[src/rtl/shift_rows_pipe.sv]
// Registered Rijndael ShiftRows stage (NB columns, DEPTH stages) with RotWord on a key word.
// Define SHIFT_ROWS_INV_EN to add per-beat in_inv selecting InvShiftRows with the key word unrotated.
module shift_rows_pipe #(
  parameter int NB    = 4,
  parameter int DEPTH = 1
) (
  input  logic                         clk,
  input  logic                         rst,
`ifdef SHIFT_ROWS_INV_EN
  input  logic                         in_inv,
`endif
  input  logic                         in_valid,
  output logic                         in_ready,
  input  logic [32*NB-1:0]             in_state,
  input  logic [31:0]                  in_kword,
  output logic                         out_valid,
  input  logic                         out_ready,
  output logic [32*NB-1:0]             out_state,
  output logic [31:0]                  out_kword,
  output logic [$clog2(DEPTH+1)-1:0]   occ
);

  localparam int DATA_W = 32 * NB;
  localparam int OCC_W  = $clog2(DEPTH + 1);

  function automatic int row_shift(input int r);
    case (r)
      0:       return 0;
      1:       return 1;
      2:       return (NB == 8) ? 3 : 2;
      default: return (NB >= 7) ? 4 : 3;
    endcase
  endfunction

  function automatic logic [DATA_W-1:0] shift_rows(input logic [DATA_W-1:0] s, input logic inv);
    logic [DATA_W-1:0] o;
    int src;
    o = '0;
    for (int c = 0; c < NB; c++) begin
      for (int r = 0; r < 4; r++) begin
        src = inv ? (c + NB - row_shift(r)) % NB : (c + row_shift(r)) % NB;
        o[8*(4*c+r) +: 8] = s[8*(4*src+r) +: 8];
      end
    end
    return o;
  endfunction

  function automatic logic [31:0] rot_word(input logic [31:0] k, input logic inv);
    return inv ? k : {k[7:0], k[31:8]};
  endfunction

  logic inv_w;
`ifdef SHIFT_ROWS_INV_EN
  assign inv_w = in_inv;
`else
  assign inv_w = 1'b0;
`endif

  logic [DEPTH-1:0]  vld_q, vld_d, load;
  logic [DATA_W-1:0] state_q [DEPTH];
  logic [DATA_W-1:0] state_d [DEPTH];
  logic [31:0]       kword_q [DEPTH];
  logic [31:0]       kword_d [DEPTH];
  logic [OCC_W-1:0]  occ_cnt;

  // A stage loads when it is empty or its beat moves on; resolved from the output backwards.
  always_comb begin : ready_chain
    logic take;
    take = out_ready;
    for (int k = DEPTH - 1; k >= 0; k--) begin
      load[k] = !vld_q[k] | take;
      take    = !vld_q[k] | take;
    end
  end

  always_comb begin
    vld_d = vld_q;
    for (int k = 0; k < DEPTH; k++) begin
      state_d[k] = state_q[k];
      kword_d[k] = kword_q[k];
    end
    // Stage 0: transform at the input, registers only ever see shifted data
    if (load[0]) begin
      vld_d[0] = in_valid;
      if (in_valid) begin
        state_d[0] = shift_rows(in_state, inv_w);
        kword_d[0] = rot_word(in_kword, inv_w);
      end
    end
    // Later stages: data only moves with a valid beat so idle outputs stay quiet
    for (int k = 1; k < DEPTH; k++) begin
      if (load[k]) begin
        vld_d[k] = vld_q[k-1];
        if (vld_q[k-1]) begin
          state_d[k] = state_q[k-1];
          kword_d[k] = kword_q[k-1];
        end
      end
    end
  end

  always_ff @(posedge clk or posedge rst) begin
    if (rst) begin
      vld_q <= '0;
      for (int k = 0; k < DEPTH; k++) begin
        state_q[k] <= '0;
        kword_q[k] <= '0;
      end
    end else begin
      vld_q <= vld_d;
      for (int k = 0; k < DEPTH; k++) begin
        state_q[k] <= state_d[k];
        kword_q[k] <= kword_d[k];
      end
    end
  end

  always_comb begin
    occ_cnt = '0;
    for (int k = 0; k < DEPTH; k++) occ_cnt = occ_cnt + OCC_W'(vld_q[k]);
  end

  assign in_ready  = load[0];
  assign out_valid = vld_q[DEPTH-1];
  assign out_state = state_q[DEPTH-1];
  assign out_kword = kword_q[DEPTH-1];
  assign occ       = occ_cnt;

endmodule

[config.mk]
export PLATFORM = sky130hd
export DESIGN_NAME = shift_rows_pipe
export DESIGN_NICKNAME = d
export VERILOG_FILES = /design/src/rtl/shift_rows_pipe.sv
export SDC_FILE = /design/constraint.sdc
export NUM_CORES = 1
export LEC_CHECK = 0
export ABC_AREA = 1
export CELL_PAD_IN_SITES_DETAIL_PLACEMENT = 0
export CELL_PAD_IN_SITES_GLOBAL_PLACEMENT = 2
export CORE_UTILIZATION = 22
export CTS_BUF_LIST = sky130_fd_sc_hd__clkbuf_16
export DETAILED_ROUTE_END_ITERATION = 6
export PLACE_DENSITY_LB_ADDON = 0.25
export SKIP_LAST_GASP = 1
export SLEW_MARGIN = 20
export SYNTH_ARGS = -nofsm -noshare
export SYNTH_HDL_FRONTEND = slang
export SYNTH_SLANG_ARGS = --single-unit
[constraint.sdc]
create_clock -name clk -period 7.7 [get_ports clk]
set_input_delay 1.925 -clock clk [delete_from_list [all_inputs] [get_ports clk]]
set_output_delay 1.925 -clock clk [all_outputs]
set_load 0.03 [all_outputs]
======== Word level (Yosys, flattened, before mapping) ========
Cells that the tools add are included.
storage, ports and cells
  bits in registers ....................... 161
  bits of input ports ..................... 164
  logic and storage cells ................. 86
  output and inout bits ................... 163
cells by class
  mux-type cells .......................... 8
  bitwise operators ....................... 17
  shift operators ......................... 16
  reduce and logical (&&, ||, !) cells .... 18
  add/sub/neg operators ................... 24
operators by type and width
  operator                 number
  $shiftx A128 B9 Y8       12
  $shiftx A128 B8 Y8       4
  $add A3 B32 Y32 const A  8
  $mux W32                 8
  $add A2 B32 Y32 const A  4
  $add A5 B3 Y6 const B    8
  $reduce_or A2 Y1         16
  $add A5 B2 Y6 const B    4
  $and A1 B1 Y1            16
  $reduce_and A2 Y1        1
  $logic_not A1 Y1         1
  $or A1 B1 Y1             1

======== Longest topological paths before layout ========
  word-level depth ........................ 8
  depth in mapped cells ................... 7
  depth with buffers taken out ............ 5

======== Least setup slack after synthesis ========
No wires, ideal clock.
  kind .................................... in2out
  start ................................... in out_ready
  end ..................................... out in_ready
  data required time ...................... 5775 ps
  stages .................................. 3
  buffers on the path ..................... 1
  slack ................................... 3258 ps
  data arrival time ....................... 2517 ps
  path through ............................ inv_2 nand2_4 clkbuf_1
between the ends
  cells in the longest elaborated chain, start to end .. 1
RTL lines
  what             line  text
  start, declared  17    input logic out_ready,
  $or A1 B1 Y1     -
  end, declared    13    output logic in_ready,
No other way between the ends.

======== Worst setup path after layout ========
Same ends and word-level chain as after synthesis.

==> metrics.cfg <==
[detailed_routing]
via_count = 5764
ant_nets = 0
dr.first_iter.drc_count = 290
drc = 0
viasPerCell = 4.16
wirelength_microns = 22300
drt-pass1-iter-count = 4
routedWlPerCell_microns = 16.1

[placement]
hpwlAfterDp_microns = 14400
globalplace.congestion = 0.712
postPlaceCellArea_sq_mm = 0.00986
port_buffers = 326
pre_cts_ws_ns = 2.16

[clocking]
cts.sink_count = 161
clk_latency_ns = 0.42
clkTransAtPathRegs_ns = 0.06
cts_root_buf = clkbuf_16
cts_tree = built
cts.repair.resized = 0
postCtsSetupRepairBufs = 0
htree_num_levels = 4
hold_buffers = 0
clk_path_buf_depth = 2
cts_buffers = 17

[worst_setup_path]
crit_type = in -> out
r2r_setup_slack_ns = 5.12
max_stage_delay_ns = 0.77
r2r_end = out_state[22]
critPathArrivalTime_ns = 3.61
critPathLaunchType = primary input
critical_path.slowest_cell = clkdlybuf4s50_1
crit_top_cell = clkdlybuf4s50_1
r2r_start = out_valid
crit_fanout = 39
cp_cell_sequence = clkdlybuf4s50_1 > inv_2 > nand2_4 > clkdlybuf4s50_1
endpoint_kind = output port
required_ns = 5.78
rr_worst_depth = 5

[synth]
synth_warnings = 0
syn-cell-area_sq_mm = 0.00632
synth_top_family_by_area = simple AND/OR/NAND/NOR gates
yosys_most_used_dff = dfrtp_1
yosysMostFrequentCell = nand2_1
synth_seq_cells = 161
synth_fa_ha_area_frac = 0
synth.top_cells.by_area = dfrtp_1, nand2_1, nand3_1, buf_2, clkbuf_1
yosys.cell_types.count = 11
synth_area_leader_cell = dfrtp_1
synth.top_cell.area_share = 0.637
synth_xor_area_frac = 0
postSynthCellCount = 699
ys_seq_area_frac = 0.637
synth_enable_flop_cells = 0
synthArstFlopShare = 1.00
synth-simple-area-share = 0.321
synth_compound_area_frac = 0
avgSynthCellArea_sq_um = 9.04
synthTopCellsByCount = nand2_1, dfrtp_1, nand3_1
synth_nets = 863
synthMuxAreaShare = 0

[cells_and_area]
n_fill_cell = 2912
fin_area_sq_mm = 0.0105
syn2layout_area_growth_pct = 66.0
n_antenna_cell = 0
drive_above_1_share = 0.0397
final_nets = 1161

[global_route]
grt.overflow.total = 0
grt_pass1_vias = 5639
track_usage = 0.150
grt_max_degree = 86
antenna_found_initial = 1
grt_pass1_wl_microns = 33800

[floorplanning]
start_util = 0.226
die-width_microns = 172
rows = 61
dieArea_sq_mm = 0.0294
die_y_microns = 172
num_io_pins = 327
core-area_sq_mm = 0.0280

[run_status]
outcome = finished clean

[min_path]
hold_path_startpoint = out_state[70]
holdPathEnd = out_state[70]
min_path_type = reg -> reg
min_path_cells = 2

[timing]
fin_tns_setup_ns = 0
min_period_over_period = 0.718
timing.final.crit_period_ns = 5.53
drv_slew = 0
rsz0062_at_grt = false
worstMarginPinSlew_ns = 1.04
final_critical_path_setup_slack_ns = 2.17
max_freq_mhz = 181
skew_ns = 0.0158
maxSlewHeadroom = 0.305
final_hold_viol_count = 0
setup-violations-final = 0

[pwr]
ir_worst_vdd_v = 0.000103
leakagePower_nw = 4.96
p_per_area_mw_per_mm2 = 262

[flow_run]
cap_violations = 0

## critical path: cells and delay by family
| family | cells | cell delay (ns) |
|---|---|---|
| buf+inv | 3 | 1.29 |
| simple gates | 1 | 0.35 |
## sequential cells by signal, summed over array words and instances, names as in the netlist
| register | flops |
|---|---|
| out_kword | 32 |
| out_state | 128 |
| out_valid | 1 |
## per-stage QoR
step / util / total power (W) / hold WS (ns) / std cells
after global routing: 0.375 / 0.00289 / 0.487 / 1386
after CTS: 0.375 / 0.00280 / 0.474 / 1386
after detailed placement: 0.352 / 0.00183 / 0.457 / 1356
after floorplan: - / 0.00144 / 0.646 / 699
final: 0.375 / 0.00275 / 0.469 / 1386
after global placement: 0.352 / 0.00183 / 0.452 / 1356
## cells in the final DEF, fill, tap and decap left out
cell and n:
clkinvlp_4 1, nand2_1 321, dfrtp_1 161, inv_2 1, clkinv_4 2, clkbuf_16 17
bufinv_16 5, inv_6 4, buf_4 6, nand2_4 2, inv_1 1, buf_12 1
clkinv_2 1, clkdlybuf4s50_1 325, nand3_1 160
## logic make-up (layout without fill, tap and decap cells)
group | count (synthesis) | in the layout
flops | 161 | 161
buf+inv | 55 | 364
simple gates | 483 | 483
## metal layers
layer  up-vias  GRT usage  routed length, microns  part of all wire
met2       232      0.221                    9520              0.43
li1       2821          -                       -                 -
met3        12     0.0681                    2590              0.12
met5         -          0                       0                 0
met4         0     0.0431                     184            0.0083
met1      2699      0.196                    9970              0.45
## worst max-delay path by stage
stage,startpoint,to,slack [ns],cells past startpoint
after CTS,out_ready,in_ready,2.16,4
after global routing,out_ready,in_ready,2.10,4
after floorplan,rst,out_kword[0],1.43,1
after global placement,out_ready,in_ready,2.16,4
final,out_ready,in_ready,2.17,4
after detailed placement,out_ready,in_ready,2.16,4
## area by class of cell
cell class / instances / area [sq um] / area share
Clock buffer: 17 / 425 / 0.0405
Clock inverter: 13 / 210 / 0.0200
Inverter: 2 / 12.5 / 0.00119
Multi-Input combinational cell: 483 / 2030 / 0.193
Sequential cell: 161 / 4030 / 0.384
Tap cell: 378 / 473 / 0.0451
Timing Repair Buffer: 332 / 3320 / 0.316
## power breakdown
part	internal (W)	leakage, nW	switching (W)
sequential	0.000962	1.97	0.0000635
clock	0.000575	0.311	0.000370
combinational	0.000326	2.68	0.000454
Note: power is estimated with default switching activity, not from simulation.
